<file path="src/rtl/reg_bus_pkg.sv">
// reg_bus_pkg
//   Shared definitions for the register-bus arbiter: FSM state encoding,
//   requester identifiers, parameter defaults and the round-robin pick.
package reg_bus_pkg;

    localparam int          DEF_REG_WIDTH  = 8;
    localparam int          DEF_ADDR_WIDTH = 1;
    localparam logic [31:0] DEF_BASE_ADDR  = 32'h3000_0000;

    typedef enum logic [1:0] {
        ST_IDLE  = 2'd0,
        ST_GRANT = 2'd1,
        ST_SHIFT = 2'd2,
        ST_DONE  = 2'd3
    } state_e;

    typedef enum logic {
        REQ_WB  = 1'b0,
        REQ_SPI = 1'b1
    } requester_e;

    // On a tie the requester that was not served last wins; otherwise the
    // only requester present wins. Only meaningful when a request exists.
    function automatic requester_e rr_pick(input logic       wb_req,
                                           input logic       spi_req,
                                           input requester_e last_served);
        requester_e pick;
        if (wb_req && spi_req) begin
            if (last_served == REQ_SPI) pick = REQ_WB;
            else                        pick = REQ_SPI;
        end else if (wb_req) begin
            pick = REQ_WB;
        end else begin
            pick = REQ_SPI;
        end
        return pick;
    endfunction

endpackage

</file>
<file path="src/rtl/reg_bus_arbiter_if.sv">
// reg_bus_arbiter_if
//   Bundles the three buses around the arbiter.
//   Wishbone slave : wbs_stb_i/cyc_i/we_i/adr_i/dat_i in, wbs_ack_o/dat_o out
//   SPI side       : spi_req_i/we_i/addr_i/wdata_i in, spi_gnt_o/done_o/rdata_o out
//   Register bus   : reg_clk/reg_dir/reg_addr/reg_bus_o/reg_bus_oe out, reg_bus_i in
//   Modport slave is the arbiter side, master is the environment side.
interface reg_bus_arbiter_if
    import reg_bus_pkg::*;
#(
    parameter int REG_WIDTH  = DEF_REG_WIDTH,
    parameter int ADDR_WIDTH = DEF_ADDR_WIDTH
);
    logic                  wbs_stb_i;
    logic                  wbs_cyc_i;
    logic                  wbs_we_i;
    logic [31:0]           wbs_adr_i;
    logic [31:0]           wbs_dat_i;
    logic                  wbs_ack_o;
    logic [31:0]           wbs_dat_o;

    logic                  spi_req_i;
    logic                  spi_we_i;
    logic [ADDR_WIDTH:0]   spi_addr_i;
    logic [REG_WIDTH-1:0]  spi_wdata_i;
    logic                  spi_gnt_o;
    logic                  spi_done_o;
    logic [REG_WIDTH-1:0]  spi_rdata_o;

    logic                  reg_clk;
    logic                  reg_dir;
    logic [ADDR_WIDTH:0]   reg_addr;
    logic                  reg_bus_o;
    logic                  reg_bus_oe;
    logic                  reg_bus_i;

    modport slave (
        input  wbs_stb_i, wbs_cyc_i, wbs_we_i, wbs_adr_i, wbs_dat_i,
        output wbs_ack_o, wbs_dat_o,
        input  spi_req_i, spi_we_i, spi_addr_i, spi_wdata_i,
        output spi_gnt_o, spi_done_o, spi_rdata_o,
        output reg_clk, reg_dir, reg_addr, reg_bus_o, reg_bus_oe,
        input  reg_bus_i
    );

    modport master (
        output wbs_stb_i, wbs_cyc_i, wbs_we_i, wbs_adr_i, wbs_dat_i,
        input  wbs_ack_o, wbs_dat_o,
        output spi_req_i, spi_we_i, spi_addr_i, spi_wdata_i,
        input  spi_gnt_o, spi_done_o, spi_rdata_o,
        input  reg_clk, reg_dir, reg_addr, reg_bus_o, reg_bus_oe,
        output reg_bus_i
    );

endinterface

</file>
<file path="src/rtl/reg_bus_shifter.sv">
// reg_bus_shifter
//   Serialises one register transfer: shift register, bit-phase counter and
//   reg_clk generation. Each bit takes two cycles (reg_clk low, then high),
//   MSB first. Read data is captured on the edge that ends each high cycle.
//   Ports:
//     clk, rst        clock, asynchronous active-high reset
//     load_i          load load_data_i and clear the counter (idle only)
//     go_i            start shifting on the next cycle
//     dir_i           1 = write (drive ser_o), 0 = read (capture ser_i)
//     ser_i           serial read data from the register bus
//     reg_clk_o       registered strobe
//     ser_o, ser_oe_o registered serial write data and its enable
//     last_o          high in the final shift cycle
//     data_next_o     next shift-register value (read result on last_o)
module reg_bus_shifter
    import reg_bus_pkg::*;
#(
    parameter int REG_WIDTH = DEF_REG_WIDTH
) (
    input  logic                 clk,
    input  logic                 rst,
    input  logic                 load_i,
    input  logic [REG_WIDTH-1:0] load_data_i,
    input  logic                 go_i,
    input  logic                 dir_i,
    input  logic                 ser_i,
    output logic                 reg_clk_o,
    output logic                 ser_o,
    output logic                 ser_oe_o,
    output logic                 last_o,
    output logic [REG_WIDTH-1:0] data_next_o
);
    localparam int                CNT_W    = $clog2(2 * REG_WIDTH);
    localparam logic [CNT_W-1:0]  CNT_LAST = CNT_W'(2 * REG_WIDTH - 1);

    logic [REG_WIDTH-1:0] shift_q, shift_d;
    logic [CNT_W-1:0]     cnt_q, cnt_d;
    logic                 active_q, active_d;
    logic                 reg_clk_q, reg_clk_d;
    logic                 ser_q, ser_d;
    logic                 ser_oe_q, ser_oe_d;

    assign last_o = active_q && (cnt_q == CNT_LAST);

    always_comb begin
        shift_d  = shift_q;
        cnt_d    = cnt_q;
        active_d = active_q;
        if (load_i) begin
            shift_d  = load_data_i;
            cnt_d    = '0;
            active_d = 1'b0;
        end else if (go_i) begin
            active_d = 1'b1;
            cnt_d    = '0;
        end else if (active_q) begin
            // Odd count = reg_clk high; its closing edge moves to the next bit.
            if (cnt_q[0]) begin
                shift_d = {shift_q[REG_WIDTH-2:0], dir_i ? 1'b0 : ser_i};
            end
            cnt_d = cnt_q + CNT_W'(1);
            if (last_o) active_d = 1'b0;
        end
        // Outputs are registered copies of what the next cycle must show.
        reg_clk_d = active_d & cnt_d[0];
        ser_oe_d  = active_d & dir_i;
        ser_d     = active_d & dir_i & shift_d[REG_WIDTH-1];
    end

    always_ff @(posedge clk or posedge rst) begin
        if (rst) begin
            shift_q   <= '0;
            cnt_q     <= '0;
            active_q  <= 1'b0;
            reg_clk_q <= 1'b0;
            ser_q     <= 1'b0;
            ser_oe_q  <= 1'b0;
        end else begin
            shift_q   <= shift_d;
            cnt_q     <= cnt_d;
            active_q  <= active_d;
            reg_clk_q <= reg_clk_d;
            ser_q     <= ser_d;
            ser_oe_q  <= ser_oe_d;
        end
    end

    assign reg_clk_o   = reg_clk_q;
    assign ser_o       = ser_q;
    assign ser_oe_o    = ser_oe_q;
    assign data_next_o = shift_d;

endmodule

</file>
<file path="src/rtl/reg_bus_arbiter.sv">
// reg_bus_arbiter
//   Shares one serial register bus between a Wishbone slave window and an
//   SPI-side requester. Round-robin arbitration in IDLE, then
//   GRANT -> SHIFT (2*REG_WIDTH cycles) -> DONE, where ack/done pulses.
//   Ports:
//     wb_clk_i  clock;  wb_rst_i  asynchronous active-high reset
//     bus       reg_bus_arbiter_if.slave (Wishbone, SPI and register bus)
module reg_bus_arbiter
    import reg_bus_pkg::*;
#(
    parameter int          REG_WIDTH  = DEF_REG_WIDTH,
    parameter int          ADDR_WIDTH = DEF_ADDR_WIDTH,
    parameter logic [31:0] BASE_ADDR  = DEF_BASE_ADDR
) (
    input  logic           wb_clk_i,
    input  logic           wb_rst_i,
    reg_bus_arbiter_if.slave bus
);
    localparam int AW = ADDR_WIDTH + 1;

    state_e               state_q, state_d;
    requester_e           last_q, last_d;
    requester_e           win_q, win_d;
    logic                 abort_q, abort_d;
    logic [AW-1:0]        reg_addr_q, reg_addr_d;
    logic                 reg_dir_q, reg_dir_d;
    logic                 wbs_ack_q, wbs_ack_d;
    logic [31:0]          wbs_dat_q, wbs_dat_d;
    logic                 spi_gnt_q, spi_gnt_d;
    logic                 spi_done_q, spi_done_d;
    logic [REG_WIDTH-1:0] spi_rdata_q, spi_rdata_d;

    logic                 wb_live, wb_req, any_req;
    requester_e           pick;
    logic [REG_WIDTH-1:0] load_data;
    logic                 load_dir;
    logic [AW-1:0]        load_addr;
    logic                 sh_load, sh_go, sh_last;
    logic                 sh_reg_clk, sh_ser, sh_ser_oe;
    logic [REG_WIDTH-1:0] sh_data_next;
    logic                 unused_bits;

    // Address and data bits outside the window decode are deliberately ignored.
    assign unused_bits = ^{bus.wbs_adr_i, bus.wbs_dat_i};

    always_comb begin
        wb_live   = bus.wbs_stb_i & bus.wbs_cyc_i;
        wb_req    = wb_live && (bus.wbs_adr_i[31:8] == BASE_ADDR[31:8]);
        any_req   = wb_req | bus.spi_req_i;
        pick      = rr_pick(wb_req, bus.spi_req_i, last_q);
        load_data = (pick == REQ_WB) ? bus.wbs_dat_i[REG_WIDTH-1:0] : bus.spi_wdata_i;
        load_dir  = (pick == REQ_WB) ? bus.wbs_we_i : bus.spi_we_i;
        load_addr = (pick == REQ_WB) ? bus.wbs_adr_i[ADDR_WIDTH+2:2] : bus.spi_addr_i;
        sh_load   = (state_q == ST_IDLE) && any_req;
        sh_go     = (state_q == ST_GRANT);
    end

    always_comb begin
        state_d     = state_q;
        last_d      = last_q;
        win_d       = win_q;
        abort_d     = abort_q;
        reg_addr_d  = reg_addr_q;
        reg_dir_d   = reg_dir_q;
        spi_gnt_d   = spi_gnt_q;
        spi_rdata_d = spi_rdata_q;
        wbs_ack_d   = 1'b0;
        wbs_dat_d   = '0;
        spi_done_d  = 1'b0;
        case (state_q)
            ST_IDLE: begin
                if (any_req) begin
                    state_d    = ST_GRANT;
                    win_d      = pick;
                    last_d     = pick;
                    reg_addr_d = load_addr;
                    reg_dir_d  = load_dir;
                    abort_d    = 1'b0;
                    spi_gnt_d  = (pick == REQ_SPI);
                end
            end
            ST_GRANT, ST_SHIFT: begin
                if (state_q == ST_GRANT) state_d = ST_SHIFT;
                // A Wishbone master that walks away still gets its bus
                // transfer finished, but must never see a stray ack.
                if (win_q == REQ_WB && !wb_live) abort_d = 1'b1;
                if (state_q == ST_SHIFT && sh_last) begin
                    state_d = ST_DONE;
                    if (win_q == REQ_WB) begin
                        if (!abort_q && wb_live) begin
                            wbs_ack_d = 1'b1;
                            if (!reg_dir_q)
                                wbs_dat_d = {{(32-REG_WIDTH){1'b0}}, sh_data_next};
                        end
                    end else begin
                        spi_done_d = 1'b1;
                        if (!reg_dir_q) spi_rdata_d = sh_data_next;
                    end
                end
            end
            ST_DONE: begin
                state_d   = ST_IDLE;
                spi_gnt_d = 1'b0;
            end
            default: state_d = ST_IDLE;
        endcase
    end

    always_ff @(posedge wb_clk_i or posedge wb_rst_i) begin
        if (wb_rst_i) begin
            state_q     <= ST_IDLE;
            last_q      <= REQ_SPI;
            win_q       <= REQ_WB;
            abort_q     <= 1'b0;
            reg_addr_q  <= '0;
            reg_dir_q   <= 1'b0;
            wbs_ack_q   <= 1'b0;
            wbs_dat_q   <= '0;
            spi_gnt_q   <= 1'b0;
            spi_done_q  <= 1'b0;
            spi_rdata_q <= '0;
        end else begin
            state_q     <= state_d;
            last_q      <= last_d;
            win_q       <= win_d;
            abort_q     <= abort_d;
            reg_addr_q  <= reg_addr_d;
            reg_dir_q   <= reg_dir_d;
            wbs_ack_q   <= wbs_ack_d;
            wbs_dat_q   <= wbs_dat_d;
            spi_gnt_q   <= spi_gnt_d;
            spi_done_q  <= spi_done_d;
            spi_rdata_q <= spi_rdata_d;
        end
    end

    reg_bus_shifter #(
        .REG_WIDTH (REG_WIDTH)
    ) u_shifter (
        .clk         (wb_clk_i),
        .rst         (wb_rst_i),
        .load_i      (sh_load),
        .load_data_i (load_data),
        .go_i        (sh_go),
        .dir_i       (reg_dir_q),
        .ser_i       (bus.reg_bus_i),
        .reg_clk_o   (sh_reg_clk),
        .ser_o       (sh_ser),
        .ser_oe_o    (sh_ser_oe),
        .last_o      (sh_last),
        .data_next_o (sh_data_next)
    );

    assign bus.wbs_ack_o   = wbs_ack_q;
    assign bus.wbs_dat_o   = wbs_dat_q;
    assign bus.spi_gnt_o   = spi_gnt_q;
    assign bus.spi_done_o  = spi_done_q;
    assign bus.spi_rdata_o = spi_rdata_q;
    assign bus.reg_clk     = sh_reg_clk;
    assign bus.reg_dir     = reg_dir_q;
    assign bus.reg_addr    = reg_addr_q;
    assign bus.reg_bus_o   = sh_ser;
    assign bus.reg_bus_oe  = sh_ser_oe;

endmodule
</file>
<file path="src/flat_wrapper.sv">
// flat-port wrapper written by rule: the top's interface ports become plain ports
module reg_bus_arbiter_flat import reg_bus_pkg::*;
#(
    parameter int          REG_WIDTH  = DEF_REG_WIDTH,
    parameter int          ADDR_WIDTH = DEF_ADDR_WIDTH,
    parameter logic [31:0] BASE_ADDR  = DEF_BASE_ADDR
)
  (wb_clk_i, wb_rst_i, bus_wbs_stb_i, bus_wbs_cyc_i, bus_wbs_we_i, bus_wbs_adr_i, bus_wbs_dat_i, bus_wbs_ack_o, bus_wbs_dat_o, bus_spi_req_i, bus_spi_we_i, bus_spi_addr_i, bus_spi_wdata_i, bus_spi_gnt_o, bus_spi_done_o, bus_spi_rdata_o, bus_reg_clk, bus_reg_dir, bus_reg_addr, bus_reg_bus_o, bus_reg_bus_oe, bus_reg_bus_i);
  reg_bus_arbiter_if #(.REG_WIDTH(REG_WIDTH), .ADDR_WIDTH(ADDR_WIDTH)) bus_i ();
  input  logic wb_clk_i;
  input  logic wb_rst_i;
  input wire logic [$bits(bus_i.wbs_stb_i)-1:0] bus_wbs_stb_i;
  input wire logic [$bits(bus_i.wbs_cyc_i)-1:0] bus_wbs_cyc_i;
  input wire logic [$bits(bus_i.wbs_we_i)-1:0] bus_wbs_we_i;
  input wire logic [$bits(bus_i.wbs_adr_i)-1:0] bus_wbs_adr_i;
  input wire logic [$bits(bus_i.wbs_dat_i)-1:0] bus_wbs_dat_i;
  output wire logic [$bits(bus_i.wbs_ack_o)-1:0] bus_wbs_ack_o;
  output wire logic [$bits(bus_i.wbs_dat_o)-1:0] bus_wbs_dat_o;
  input wire logic [$bits(bus_i.spi_req_i)-1:0] bus_spi_req_i;
  input wire logic [$bits(bus_i.spi_we_i)-1:0] bus_spi_we_i;
  input wire logic [$bits(bus_i.spi_addr_i)-1:0] bus_spi_addr_i;
  input wire logic [$bits(bus_i.spi_wdata_i)-1:0] bus_spi_wdata_i;
  output wire logic [$bits(bus_i.spi_gnt_o)-1:0] bus_spi_gnt_o;
  output wire logic [$bits(bus_i.spi_done_o)-1:0] bus_spi_done_o;
  output wire logic [$bits(bus_i.spi_rdata_o)-1:0] bus_spi_rdata_o;
  output wire logic [$bits(bus_i.reg_clk)-1:0] bus_reg_clk;
  output wire logic [$bits(bus_i.reg_dir)-1:0] bus_reg_dir;
  output wire logic [$bits(bus_i.reg_addr)-1:0] bus_reg_addr;
  output wire logic [$bits(bus_i.reg_bus_o)-1:0] bus_reg_bus_o;
  output wire logic [$bits(bus_i.reg_bus_oe)-1:0] bus_reg_bus_oe;
  input wire logic [$bits(bus_i.reg_bus_i)-1:0] bus_reg_bus_i;
  assign bus_i.wbs_stb_i = bus_wbs_stb_i;
  assign bus_i.wbs_cyc_i = bus_wbs_cyc_i;
  assign bus_i.wbs_we_i = bus_wbs_we_i;
  assign bus_i.wbs_adr_i = bus_wbs_adr_i;
  assign bus_i.wbs_dat_i = bus_wbs_dat_i;
  assign bus_wbs_ack_o = bus_i.wbs_ack_o;
  assign bus_wbs_dat_o = bus_i.wbs_dat_o;
  assign bus_i.spi_req_i = bus_spi_req_i;
  assign bus_i.spi_we_i = bus_spi_we_i;
  assign bus_i.spi_addr_i = bus_spi_addr_i;
  assign bus_i.spi_wdata_i = bus_spi_wdata_i;
  assign bus_spi_gnt_o = bus_i.spi_gnt_o;
  assign bus_spi_done_o = bus_i.spi_done_o;
  assign bus_spi_rdata_o = bus_i.spi_rdata_o;
  assign bus_reg_clk = bus_i.reg_clk;
  assign bus_reg_dir = bus_i.reg_dir;
  assign bus_reg_addr = bus_i.reg_addr;
  assign bus_reg_bus_o = bus_i.reg_bus_o;
  assign bus_reg_bus_oe = bus_i.reg_bus_oe;
  assign bus_i.reg_bus_i = bus_reg_bus_i;
  reg_bus_arbiter #(.REG_WIDTH(REG_WIDTH), .ADDR_WIDTH(ADDR_WIDTH), .BASE_ADDR(BASE_ADDR)) u_core (.wb_clk_i(wb_clk_i), .wb_rst_i(wb_rst_i), .bus(bus_i));
endmodule
</file>
<file path="config.mk">
export PLATFORM = sky130hd
export DESIGN_NAME = reg_bus_arbiter_flat
export DESIGN_NICKNAME = d
export VERILOG_FILES = /design/src/rtl/reg_bus_pkg.sv /design/src/rtl/reg_bus_arbiter_if.sv /design/src/rtl/reg_bus_shifter.sv /design/src/rtl/reg_bus_arbiter.sv /design/src/flat_wrapper.sv
export SDC_FILE = /design/constraint.sdc
export NUM_CORES = 1
export LEC_CHECK = 0
export ABC_AREA = 1
export BUFFER_PORTS_ARGS = -buffer_cell sky130_fd_sc_hd__buf_2
export CORE_ASPECT_RATIO = 1.2
export CORE_MARGIN = 4
export CORE_UTILIZATION = 49
export CTS_CLUSTER_DIAMETER = 100
export DETAILED_ROUTE_END_ITERATION = 16
export PLACE_DENSITY = 0.9
export SYNTH_ARGS = -nofsm -noshare
export SYNTH_HDL_FRONTEND = slang
export SYNTH_SLANG_ARGS = --single-unit
</file>
<file path="constraint.sdc">
create_clock -name wb_clk_i -period 3.1 [get_ports wb_clk_i]
set_clock_uncertainty 0.15 [all_clocks]
set_input_delay 0.155 -clock wb_clk_i [delete_from_list [all_inputs] [get_ports wb_clk_i]]
set_output_delay 0.155 -clock wb_clk_i [all_outputs]
set_load 0.005 [all_outputs]
</file>
* Word-level counts from Yosys, hierarchy flattened *
Index checks and enable logic that the tools add are counted.

cells by class
  $add $sub $neg = 1
  eq/ne operators = 8
  mux-type cells = 39
  bitwise logic cells = 7
  reduce and logical (&&, ||, !) cells = 19

operators with widths
  operator                                                                  number
  32-bit two-way mux                                                        4
  8-bit two-way mux                                                         6
  24-bit by 22-bit equality test with 1-bit output (second input constant)  1
  1-bit two-way mux                                                         19
  4-bit two-way mux                                                         3
  2-bit two-way mux                                                         4
  1-bit logical AND                                                         7
  2-bit one-hot mux with 3 select lines                                     1
  2-bit AND reduction                                                       3
  4-bit by 1-bit adder with 4-bit output (second input constant)            1
  1-bit bitwise AND                                                         4
  2-bit equality test (second input constant)                               2
  4-bit equality test (second input constant)                               1
  2-bit by 1-bit != test with 1-bit output (second input constant)          2
  1-bit one-hot mux with 2 select lines                                     2
  4-bit AND reduction                                                       1
  2-bit nonzero test                                                        2
  3-bit by 1-bit != test with 1-bit output (second input constant)          1
  3-bit AND reduction                                                       1
  3-bit nonzero test                                                        1
  2-bit by 1-bit equality test with 1-bit output (second input constant)    1
  1-bit zero test                                                           2
  2-bit zero test                                                           1
  1-bit NOT                                                                 2
  other kinds (2)                                                           2

word-level totals
  flip-flop bits (word level) = 67
  input port bits = 82
  output and inout port bits = 49
  logic and storage cells = 92

* Longest topological paths before layout *
Gate-level depths: netlist (run 1).

  depth in word-level cells = 11
  depth in mapped cells = 11
  depth with buffers taken out = 11

* Hierarchy *
Synthesis (run 1) repeated with hierarchy kept, for this count alone.

unflattened totals
  cells, all modules = 305
  area, all modules = 2376.0 µm²

by module, submodules not included
  module           instances  cells an instance  area each (µm²)  seq. area each (µm²)
  reg_bus_arbiter  1          212                1610.3           676.9
  reg_bus_shifter  1          93                 765.7            400.4

* Least setup slack after synthesis (run 1) *
No wires, ideal clock.

  kind = reg2reg
  from = register u_core.state_q[0]
  to = register u_core.wbs_dat_q[7], in the netlist u_core.bus.wbs_dat_o[7]
  setup time = 79 ps
  arrival time = 1345 ps
  data required time = 2871 ps
  setup slack = 1526 ps
  stages on the path, launching flop included = 7
  path buffers = 0
  clock period less this slack = 1574 ps
  cell sequence = dfrtp_1 -> inv_1 -> ha_1 -> nand3b_4 -> nor4_2 -> nand2_1 -> a21oi_1

between the ends
  longest elaborated chain between the ends = 8
  elaborated cells between the ends (all ways) = 13
  classes of those cells = eq/ne (2); mux (7); reduce/logical (4)

ends and longest elaborated chain
  what                                                                               line                                                                 text
  start, declared                                                                    reg_bus_arbiter.sv:21                                                state_e state_q, state_d;
  start signal, assigned                                                             reg_bus_arbiter.sv:123                                               state_q <= state_d;
  2-bit by 1-bit equality test with 1-bit output or 2-bit zero test (tied branches)  reg_bus_arbiter.sv:55, reg_bus_arbiter.sv:70, reg_bus_arbiter.sv:54
  8-bit two-way mux or 1-bit logical AND (tied branches)                             reg_bus_shifter.sv:53, reg_bus_arbiter.sv:54
  8-bit two-way mux                                                                  reg_bus_shifter.sv:49                                                if (load_i) begin
  8-bit two-way mux                                                                  reg_bus_arbiter.sv:92                                                if (!reg_dir_q)
  32-bit two-way mux                                                                 reg_bus_arbiter.sv:90                                                if (!abort_q && wb_live) begin
  32-bit two-way mux                                                                 reg_bus_arbiter.sv:89                                                if (win_q == REQ_WB) begin
  32-bit two-way mux                                                                 reg_bus_arbiter.sv:87                                                if (state_q == ST_SHIFT && sh_last) begin
  32-bit two-way mux (*)                                                             reg_bus_arbiter.sv:70                                                case (state_q)
  via u_core.wbs_dat_d[7]                                                            reg_bus_arbiter.sv:28                                                logic [31:0] wbs_dat_q, wbs_dat_d;
  end signal, assigned                                                               reg_bus_arbiter.sv:130                                               wbs_dat_q <= wbs_dat_d;
  end, declared                                                                      reg_bus_arbiter.sv:28

Mark *: on every way through the listed nets, which the timed path passes. The rest lies on a longest branch.
A chain may end at the register's enable or synchronous reset.

* Worst setup path after layout (run 1) *
  from = input bus_wbs_cyc_i
  to = register u_core.u_shifter.shift_q[5]

between the ends
  longest elaborated chain between the ends = 6
  elaborated cells between the ends (all ways) = 9
  classes of those cells = mux (4); bitwise (2); reduce/logical (3)

ends and longest elaborated chain
  what                                                    line                                  text
  start, declared                                         flat_wrapper.sv:13                    input wire logic [$bits(bus_i.wbs_cyc_i)-1:0] bus_wbs_cyc_i;
  1-bit bitwise AND (*)                                   reg_bus_arbiter.sv:47                 wb_live = bus.wbs_stb_i & bus.wbs_cyc_i;
  1-bit logical AND (*)                                   reg_bus_arbiter.sv:48                 wb_req = wb_live && (bus.wbs_adr_i[31:8] == BASE_ADDR[31:8]);
  1-bit two-way mux or 1-bit logical AND (tied branches)  reg_bus_pkg.sv:31, reg_bus_pkg.sv:28
  1-bit two-way mux                                       reg_bus_pkg.sv:28                     if (wb_req && spi_req) begin
  8-bit two-way mux                                       reg_bus_arbiter.sv:51                 load_data = (pick == REQ_WB) ? bus.wbs_dat_i[REG_WIDTH-1:0] : bus.spi_wdata_i;
  8-bit two-way mux (*)                                   reg_bus_shifter.sv:49
  via u_core.sh_data_next[5]                              reg_bus_arbiter.sv:40                 logic [REG_WIDTH-1:0] sh_data_next;
  end signal, assigned                                    reg_bus_shifter.sv:79                 shift_q <= shift_d;
  end, declared                                           reg_bus_shifter.sv:36                 logic [REG_WIDTH-1:0] shift_q, shift_d;

Marks and branches as above.

==> results by group, run 1 <==
Outcome
  – Status: finished, final reports clean

Placement
  – HPWL after DPL: roughly 4600 um
  – RD Place Congestion: about 0.88
  – Port bufs: 76

Timing
  – Final setup viols: 0
  – Slew Viols, Final: 0
  – Slew @ Worst Pin: 0.5162 ns
  – Endpoints failing hold: 0
  – Period minus WS final: ~2.1 ns
  – Max transition margin: between 60% and 70%
  – Final period util: 67.70%
  – RSZ-0062 raised after global routing: false
  – Setup TNS: 0 ns
  – Fmax: 0.4765 GHz

Die
  – DIE AREA: 6220 um2
  – Row count: 27
  – Ports: roughly 130
  – Die H: between 80 and 90 um
  – Core ar.: ~4700 um2
  – Starting Density: approximately half
  – Die X: 72.67 um

Drt
  – Routed len/inst: roughly 13 um
  – Metal-1 WL: roughly 2200 um
  – Max Used Layer: met4
  – Routed wl met3: roughly 450 um
  – Total Wirelength: between 5000 and 6000 um
  – Vias/cell: about 5
  – Final ANT Viol Nets: 0
  – DR WL met2: roughly 3100 um
  – DRC: 0
  – Pre-antenna DRT Iters: 5
  – DR vias: between 2000 and 2500
  – Drt initial violations: 118

Global route
  – Initial antenna violation count: 0
  – First-pass GRT wire length: ~9700 um
  – Total global routing track utilization: between 10% and 20%
  – Total congestion overflow: 0
  – Number of global-route vias before repair: approximately 2300
  – Largest net degree at the start of global routing: 44

Logic synthesis
  – Mapped cell area: 2459 um2
  – Cell count after synthesis: 307
  – Synth unique cells: 30
  – Register area share after synthesis: 43.82%
  – Syn_area_per_cell: ~8 um2
  – Largest area contributor in the netlist: dfrtp_1
  – Total number of yosys warnings: 0
  – Top cells by area in the synthesized netlist: dfrtp_1, nand2_1, nand3_1
  – #FFs+latches synth: 43
  – Top-area cell type share of the netlist area: 42.75%

Flow run
  – Max Cap Viol: 0

Clock tree
  – Sink Count: 43
  – Clk slew on worst S/H paths: 0.08 ns
  – Clock Latency Late Sink: about 0.3 ns
  – H-tree Lvls: 2
  – CTS Buffer Depth: 2
  – Setup Buffers After CTS: 0
  – Clk Tree Root Cell: clkbuf_8
  – CTS tree: built
  – CTS buffer count: 5
  – Post-CTS Resized: 0
  – Post-CTS Hold Fix Bufs: 5

Power
  – Worst VDD drop: about 0.0003 V
  – Total power: 2022 uW
  – Leak: around 0.0016 uW
  – Power per cell area: between 600 and 700 nW/um2

Layout
  – Final Core Density: between 60 and 70%
  – Number of diodes: 0
  – Layout cells sized above 1: between 20% and 30%
  – Final net count: about 480
  – Most frequent cells in the layout: nand2_1, buf_2, nand3_1, dfrtp_1, nor2_1
  – Synth-to-layout area growth: 19.44%

Critical path
  – Worst path top cell family by delay: simple AND/OR/NAND/NOR gates
  – CP most frequent cell: nand2_2
  – Setup crit start kind: input pin
  – Buf/Inv on CP: 4
  – Type of the worst setup path: in2reg
  – Worst EP arrival: approximately 2.1 ns
  – Crit end category: flip-flop
  – Crit-path max cell delay: between 0.5 and 0.6 ns
  – Worst Path Max Fanout: 16
  – R2R Setup Slk: approximately 1.1 ns
  – Critical-path top delay cell: dlygate4sd3_1
  – Crit path cell chain: dlygate4sd3_1 > buf_2 > nand2_2 > inv_2 > nand2_2 > nor2_2 > nand3_4 > a21oi_4 > nand3_1 > nand2_1 > inv_1
  – Worst endpoint required time: roughly 3.1 ns

Worst hold path
  – HP Class: in2reg
==> worst paths after layout <==
path	from	to	cells past startpoint
hold / removal	bus_wbs_stb_i	u_core.bus.wbs_ack_o	3
setup reg to reg	u_core.last_q	u_core.u_shifter.shift_q[5]	7
setup / recovery	bus_wbs_cyc_i	u_core.u_shifter.shift_q[5]	11
max in group asynchronous	wb_rst_i	u_core.last_q	4
min in group asynchronous	wb_rst_i	u_core.bus.wbs_dat_o[7]	4
hold reg to reg	u_core.abort_q	u_core.bus.wbs_ack_o	1
==> registers in the layout, summed over array words and instances, names as in the netlist <==
register / count
u_core.abort_q: 1
u_core.u_shifter.cnt_q: 4
u_core.bus.wbs_ack_o: 1
u_core.bus.spi_gnt_o: 1
u_core.u_shifter.ser_o: 1
u_core.u_shifter.active_q: 1
u_core.state_q: 2
u_core.bus.reg_dir: 1
u_core.last_q: 1
u_core.u_shifter.reg_clk_o: 1
u_core.bus.spi_rdata_o: 8
u_core.bus.wbs_dat_o: 8
u_core.u_shifter.ser_oe_o: 1
u_core.bus.reg_addr: 2
u_core.bus.spi_done_o: 1
u_core.win_q: 1
u_core.u_shifter.shift_q: 8
==> cell type report <==
type / count / area, um2
clock buffers: 7 / 86.33
clock inverters: 1 / 8.758
fillers: 443 / 1793
inverters: 30 / 112.6
multi-input cells: 229 / 1141
flip-flops and latches: 43 / 1077
well taps: 58 / 72.57
repair buffers: 82 / 437.9
==> cells in the mapped netlist, drive strengths merged <==
master	number
nand2	82
nand3	44
nor2	43
dfrtp	42
inv	30
buf	27
a21oi	10
o21ai	9
ha	5
nand4	4
xor2	2
clkbuf	1
conb	1
dfstp	1
nand3b	1
nor3	1
nor4	1
o21a	1
o22ai	1
xnor2	1
==> worst reg2reg max path, cell delays in order (launching register included) <==
cell	delay (ns)
dfstp_2	0.52
inv_1	0.05
nand2_1	0.39
nand4_2	0.34
nand2_1	0.13
nand3_1	0.13
nand2_1	0.16
inv_1	0.06
==> logic make-up (layout without fill, tap and decap cells) <==
kind of cell               after synthesis  after routing  share of synthesized area [%]
xor gates and xnor gates                 3              3                          1.069
DFF                                     43             43                          43.82
and+or+nand+nor                        176            176                          33.99
other                                    1             24                         0.1525
adders and majority gates                5              5                          2.545
AOI/OAI and AO/OA                       21             21                          5.140
buffers and inverters                   58            120                          13.28
==> through the flow <==
stage | setup WS [ns] | area [um2] | cells | hold WS [ns]
2_1_floorplan | 1.526 | 2545 | 330 | 0.1624
3_3_place_gp | 1.203 | 2791 | 437 | 0.1584
3_5_place_dp | 1.140 | 2791 | 437 | 0.1685
4_1_cts | 0.9980 | 2937 | 450 | 0.002391
5_1_grt | 0.8302 | 2937 | 450 | 0.01841
6_report | 1.001 | 2937 | 450 | 0.001237
==> routing by layer <==
metal / vias up / global-route usage, %
li1: 1096 / -
met1: 1048 / 21.90
met2: 90 / 34.40
met3: 16 / 5.041
met4: 0 / 10.23
met5: - / 0
==> power breakdown <==
group,leakage (uW),internal (uW),switching [uW]
Clock,0.0000484,182,184
Sequential,0.000509,720,107
Combinational,0.00103,289,541
(Power assumes the default switching activity.)
==> run 2: changes to the inputs <==
Settings changed: ABC_AREA 1 to 0, CORE_UTILIZATION 49 to 40, PLACE_DENSITY 0.9 to 0.8.
Clock period 3.1 ns to 1.72 ns, I/O delays scaled along.
==> results by group, run 2 <==
Timing
  – Slew @ Worst Pin: 0.5490 ns (+0.03281 ns)
  – Max transition margin: 63.40% (-2.1 points)
  – Fin worst setup slack: -0.2581 ns (-1.259 ns)
  – RSZ-0062 raised after global routing: true
  – Fmax: ~0.51 GHz
  – Final period util: 115.0%
  – Slew Viols, Final: 0 (unchanged)
  – Endpoints failing hold: 0 (unchanged)
  – Final setup viols: 36 (+36)
  – Period minus WS final: slightly below 2 ns

Critical path
  – Worst Path Max Fanout: 4 (-12)
  – Setup crit start kind: flip-flop
  – Worst EP arrival: 2.04 ns (-0.10 ns)
  – Worst endpoint required time: 1.79 ns (-1.35 ns)
  – Crit-path max cell delay: 0.40 ns (-0.12 ns)
  – Type of the worst setup path: reg2reg
  – Crit path cell chain: inv_2 > ha_4 > nand3b_1 > buf_6 > mux2i_4 > or3_1 > o211ai_1
  – Critical-path top delay cell: dfrtp_1
  – Crit end category: flip-flop

Layout
  – Post-Layout Cell Count: 434 (-3.6%)
  – Fillers: 413 (-6.8%)
  – Synth-to-layout area growth: 58.36%
  – Final Core Density: 65.65% (+3.6 points)
  – Final net count: 440 (-7.9%)
  – Number of diodes: 0 (unchanged)
  – Commonest non-fill, non-tap cell in the layout: buf_2
  – Layout cells sized above 1: 58.76% (+31 points)
  – Most frequent cells in the layout: buf_2, dfrtp_1, buf_4

Drt
  – Pre-antenna DRT Iters: 4 (-1)
  – DR vias: 2181 (-3.1%)
  – DRC: 0 (unchanged)
  – Final ANT Viol Nets: 0 (unchanged)
  – Vias/cell: 5.025 (+0.51%)
  – Total Wirelength: 7019 um (+19%)
  – Drt initial violations: 141 (+19%)
  – Routed len/inst: 16.17 um (+24%)

Clock tree
  – Clk slew on worst S/H paths: 0.08 ns (about the same)
  – Clk Tree Root Cell: clkbuf_8
  – Clock Latency Late Sink: 0.31 ns (about the same)
  – CTS tree: built
  – CTS buffer count: 5 (unchanged)
  – H-tree Lvls: 2 (unchanged)
  – Sink Count: 43 (unchanged)
  – CTS Buffer Depth: 2 (unchanged)

Logic synthesis
  – #FFs+latches synth: 43 (unchanged)
  – Adder-cell share of the synthesized area: 2.662% (+0.12 points)
  – Most common cell in the netlist: dfrtp_1
  – Number of synthesized flops with an enable pin: 0 (unchanged)
  – Synth unique cells: 44 (+47%)
  – Largest family of logic cells by synthesized area: simple AND/OR/NAND/NOR gates
  – FFs w/ async S/R, synth: 100.0% (unchanged)
  – Register area share after synthesis: 45.85% (+2.0 points)
  – Synth Area in Compound Gates: 12.67% (+7.5 points)
  – Post-synthesis simple-gate area fraction: 16.83% (-17 points)
  – Mux cell area share after synthesis: 9.744% (+9.7 points)
  – Top cells by area in the synthesized netlist: dfrtp_1, buf_4, mux2i_1
  – Synth top cells by count: dfrtp_1, buf_4, mux2i_1, a21oi_1, nand2_1
  – Total number of yosys warnings: 0 (unchanged)
  – Cell count after synthesis: 222 (-28%)
  – Syn_area_per_cell: 10.58 um2 (+32%)
  – Mapped cell area: 2350 um2 (-4.4%)
  – Xor/xnor share of the synthesized area: 1.118% (+0.050 points)
  – Largest area contributor in the netlist: dfrtp_1
  – Prevailing post-synth register cell: dfrtp_1
  – Top-area cell type share of the netlist area: 44.73% (+2.0 points)

Global route
  – Initial antenna violation count: 0 (unchanged)
  – Total congestion overflow: 0 (unchanged)
  – Number of global-route vias before repair: 2169 (-4.9%)
  – First-pass GRT wire length: 9887 um (+2.3%)
  – Total global routing track utilization: 17.49% (-2.3 points)
  – Largest net degree at the start of global routing: 44 (unchanged)

Die
  – Die H: 91.96 um (+7.4%)
  – Die X: 77.97 um (+7.3%)
  – Ports: 131 (unchanged)
  – Starting Density: 41.46% (-11 points)
  – Core ar.: 5668 um2 (+20%)
  – Row count: 30 (+11%)
  – DIE AREA: 7170 um2 (+15%)

Placement
  – Port bufs: 76 (unchanged)
  – RD Place Congestion: 0.8377 (-4.7%)
  – HPWL after DPL: 4235 um (-7.9%)
  – Pre-CTS setup slack: -0.2734 ns (-1.414 ns)
  – Post-Place Cells: 398 (-8.9%)

Outcome
  – Failing checks: setup timing
  – Status: finished with violations

Power
  – Worst VDD drop: 0.0006124 V (+98%)
  – Power per cell area: 1364 nW/um2 (+98%)
  – Leak: 0.001757 uW (+10%)

Worst hold path
  – HP Class: in2reg

Flow run
  – Max Cap Viol: 0 (unchanged)
==> run 2: changes by cell type after synthesis, moves of 5 or more <==
| cell | delta |
|---|---|
| mux2i_1 | +15 |
| nor2b_1 | +5 |
| buf_2 | +5 |
| o21bai_1 | +5 |
| inv_1 | -22 |
| a21oi_1 | +5 |
| mux2_2 | +7 |
| nor2_1 | -26 |
| nand3_1 | -40 |
| a211oi_2 | +5 |
| nand2b_1 | +7 |
| nand2_1 | -63 |
==> run 2: layer usage <==
layer | wire, um | GRT usage [%] | up-vias
met5 | 0 | 0 | -
met2 | 3847 | 30.93 | 105
li1 | - | - | 994
met3 | 539 | 4.322 | 15
met4 | 163 | 6.851 | 0
met1 | 2469 | 20.11 | 1067
==> run 2: worst paths after layout <==
| check | from | end | slack (ns) | cells past startpoint |
|---|---|---|---|---|
| setup / recovery | u_core.state_q[1] | u_core.bus.spi_rdata_o[7] | -0.26 | 7 |
| hold / removal | bus_spi_wdata_i[5] | u_core.bus.spi_rdata_o[5] | 0.006 | 3 |
| setup reg to reg | u_core.state_q[1] | u_core.bus.spi_rdata_o[7] | -0.26 | 7 |
| hold reg to reg | u_core.abort_q | u_core.abort_q | 0.40 | 1 |
| max in group asynchronous | wb_rst_i | u_core.state_q[0] | 0.73 | 4 |
| min in group asynchronous | wb_rst_i | u_core.u_shifter.cnt_q[2] | 0.30 | 4 |
==> run 2: area by class of cell <==
type / instances / area, um2 / area share, %
clock inverter: 3 / 67.56 / 1.816
tap: 80 / 100.1 / 2.690
timing repair buffer: 134 / 954.7 / 25.66
clock buffer: 5 / 68.82 / 1.849
multi-input combinational: 164 / 1433 / 38.50
sequential: 43 / 1079 / 28.98
inverter: 5 / 18.77 / 0.5044
==> run 2: worst max-delay path: cells and delay by family (launching register included) <==
family,cells,cell delay (ns)
and+or+nand+nor,2,0.58
DFF,1,0.40
buffers and inverters,2,0.27
muxes,1,0.20
adders and majority gates,1,0.17
AOI/OAI and AO/OA,1,0.12
==> run 2: logic make-up (layout without fill, tap and decap cells) <==
group                      after synthesis  in the layout
and+or+nand+nor                         65             65
AOI/OAI and AO/OA                       44             45
DFF                                     43             43
buffers and inverters                   39            147
muxes                                   22             22
adders and majority gates                5              5
xor gates and xnor gates                 3              3
other                                    1             24
==> run 2: what timing repair did <==
item | CTS | global route
gates cloned | 3 | 0
buffers inserted | 11 | 7
resized for setup | 47 | 53
hold buffers | 9 | 0
endpoints found under the hold margin | 46 | 0
pin swaps | 16 | 14
endpoints found under the setup margin | 34 | 41
==> run 2: report_power, final <==
part           leakage [uW]  switching, uW  internal [uW]
clock network     0.0000644            364            579
registers          0.000502            195           1260
logic               0.00119           1260           1410
==> run 2: metrics by stage <==
step	TNS, ns	area (um2)	hold WS [ns]	total power, uW
detailed placement	-5.413	2974	0.09345	3062
global placement	-3.901	2974	0.09210	2997
CTS	-3.558	3487	0.001937	4492
global route	-7.843	3721	0.02071	5316
finish	-5.060	3721	0.005544	5075
floorplan	-0.5741	2481	0.1429	2477
==> run 3: changes to the inputs <==
Settings changed: CORE_ASPECT_RATIO 1.2 to 1.4.
==> results by group, run 3 (same netlist as run 2, synthesis figures left out) <==
Outcome
  – Status: finished with violations
  – Failing checks: hold timing, setup timing

Clock tree
  – CTS buffer count: 5 (unchanged)
  – Clock Latency Late Sink: 0.30 ns (about the same)
  – Clk Tree Root Cell: clkbuf_8
  – CTS Buffer Depth: 2 (unchanged)
  – Sink Count: 43 (unchanged)
  – CTS tree: built
  – Clk slew on worst S/H paths: 0.08 ns (about the same)
  – H-tree Lvls: 2 (unchanged)

Timing
  – Fin worst setup slack: -0.2640 ns (-0.005966 ns)
  – Slew @ Worst Pin: 0.5950 ns (+0.04598 ns)
  – Final setup viols: 33 (-8.3%)
  – RSZ-0062 raised after global routing: true
  – Period minus WS final: 1.984 ns (+0.005966 ns)
  – Max transition margin: 60.09% (-3.3 points)
  – Endpoints failing hold: 2 (+2)
  – Final period util: 115.4% (+0.35 points)
  – Fmax: 0.5040 GHz (-0.30%)
  – Slew Viols, Final: 0 (unchanged)
  – WHS: -0.007623 ns (-0.01317 ns)

Layout
  – Fillers: 413 (unchanged)
  – Final Cell Area: 3676 um2 (-1.2%)
  – Post-Layout Cell Count: 424 (-2.3%)
  – Most frequent cells in the layout: buf_2, dfrtp_1, buf_4
  – Final net count: 441 (+0.23%)
  – Synth-to-layout area growth: 56.44%
  – Sequential cell area: 1077 um2 (-0.12%)
  – Commonest non-fill, non-tap cell in the layout: buf_2
  – Multi-input gate area: 1403 um2 (-2.1%)
  – Layout cells sized above 1: 54.93% (-3.8 points)

Critical path
  – Critical-path top delay cell: dfrtp_1
  – R2R Setup Slk: -0.26 ns (about the same)
  – Type of the worst setup path: reg2reg
  – Worst EP arrival: 2.04 ns (about the same)
  – Worst path top cell family by delay: simple AND/OR/NAND/NOR gates
  – Crit path cell chain: inv_2 > ha_4 > and2_4 > nand4b_1 > buf_6 > or3_1 > o211ai_1
  – Worst R2R Start: u_core.state_q[1]
  – Depth of the worst register-to-register path: 7 (unchanged)
  – Worst Path Max Fanout: 5 (+1)
  – Buf/Inv on CP: 2 (unchanged)
  – Worst endpoint required time: 1.78 ns (about the same)
  – FF-to-FF End: u_core.bus.spi_rdata_o[7]
  – Crit-path max cell delay: 0.37 ns (-0.03 ns)
  – Crit end category: flip-flop
  – Setup crit start kind: flip-flop

Placement
  – HPWL after DPL: 4486 um (+5.9%)
  – Post-DP Area: 2987 um2 (+0.42%)
  – Post-Place Cells: 388 (-2.5%)
  – Port bufs: 76 (unchanged)
  – RD Place Congestion: 0.8445 (+0.81%)

Die
  – Ports: 131 (unchanged)
  – DIE AREA: 7182 um2 (+0.17%)
  – Die X: 72.78 um (-6.7%)
  – Core ar.: 5605 um2 (-1.1%)
  – Row count: 32 (+6.7%)
  – Die H: 98.69 um (+7.3%)
  – Starting Density: 41.92% (+0.46 points)

Drt
  – Vias/cell: 5.047 (+0.43%)
  – DR vias: 2140 (-1.9%)
  – Final ANT Viol Nets: 0 (unchanged)
  – DRC: 0 (unchanged)
  – Pre-antenna DRT Iters: 4 (unchanged)
  – Drt initial violations: 155 (+9.9%)
  – Total Wirelength: 6858 um (-2.3%)
  – Routed len/inst: 16.17 um (about the same)

Global route
  – Largest net degree at the start of global routing: 30 (-32%)
  – Initial antenna violation count: 0 (unchanged)
  – Total global routing track utilization: 18.88% (+1.4 points)
  – Number of global-route vias before repair: 2246 (+3.6%)
  – Total congestion overflow: 0 (unchanged)
  – First-pass GRT wire length: 10450 um (+5.7%)

Power
  – Power per cell area: 1306 nW/um2 (-4.3%)
  – Total power: 4801 uW (-5.4%)
  – Leak: 0.001729 uW (-1.6%)
  – Worst VDD drop: 0.0005932 V (-3.1%)

Worst hold path
  – HP Start: bus_wbs_dat_i[3]
  – Worst Hold Depth: 3 (unchanged)
  – Hold EP: u_core.bus.spi_rdata_o[3]
  – HP Class: in2reg

Flow run
  – Max Cap Viol: 0 (unchanged)
-- run 3: power by group --
part / total [uW] / internal, uW / switching (uW)
logic: 2710 / 1440 / 1270
registers: 1450 / 1260 / 190
clock network: 638 / 278 / 360
total: 4800 / 2980 / 1820
-- run 3: what timing repair did --
item,4_1_cts,5_1_grt
hold buffers,14,0
cloned,2,1
hold endpoints to repair,43,0
setup endpoints to repair,40,40
setup buffers,9,2
pin swaps,6,10
gates resized for setup,50,34
-- run 3: how the worst max path moves through the flow --
stage / from / endpoint / slack, ns / depth (start not counted)
after detailed placement: u_core.state_q[0] / u_core.u_shifter.ser_o / -0.31 / 6
after floorplan: u_core.state_q[0] / u_core.bus.spi_rdata_o[0] / -0.09 / 7
after global placement: bus_wbs_adr_i[15] / u_core.bus.wbs_dat_o[7] / -0.17 / 7
after global routing: u_core.state_q[1] / u_core.bus.spi_rdata_o[7] / -0.37 / 7
after CTS: u_core.state_q[1] / u_core.bus.spi_rdata_o[1] / -0.17 / 8
final: u_core.state_q[1] / u_core.bus.spi_rdata_o[7] / -0.26 / 7
-- run 3: area by class of cell --
class | count | area share [%]
repair buffers | 136 | 27.37
clock inverters | 3 | 0.4084
inverters | 5 | 0.5106
multi-input cells | 163 | 38.16
clock buffers | 5 | 1.872
flip-flops and latches | 43 | 29.31
well taps | 68 | 2.314
diodes | 1 | 0.06807
-- run 3: worst reg2reg max path, stage by stage, from the launching register on --
cell and delay (ns):
dfrtp_1 0.37, inv_2 0.07, ha_4 0.27, and2_4 0.15
nand4b_1 0.23, buf_6 0.22, or3_1 0.32, o211ai_1 0.12
-- run 3: layer usage --
metal / share of wire [%] / up-vias / global-route usage (%)
met5: 0 / - / 0
met4: 3.0 / 0 / 9.517
met1: 34 / 1018 / 19.86
met2: 55 / 109 / 34.70
li1: - / 996 / -
met3: 8.0 / 17 / 3.469
-- run 3: metrics by stage --
| step | util (%) | worst slack [ns] | setup TNS [ns] | hold WS, ns |
|---|---|---|---|---|
| after global routing | 65.54 | -0.3716 | -6.317 | 0.02166 |
| final | 65.58 | -0.2640 | -3.152 | -0.007623 |
| after global placement | 53.28 | -0.1699 | -3.837 | -0.04247 |
| after CTS | 62.61 | -0.1696 | -2.663 | 0.0009509 |
| after floorplan | - | -0.09443 | -0.5741 | 0.1429 |
| after detailed placement | 53.28 | -0.3102 | -6.101 | -0.04363 |
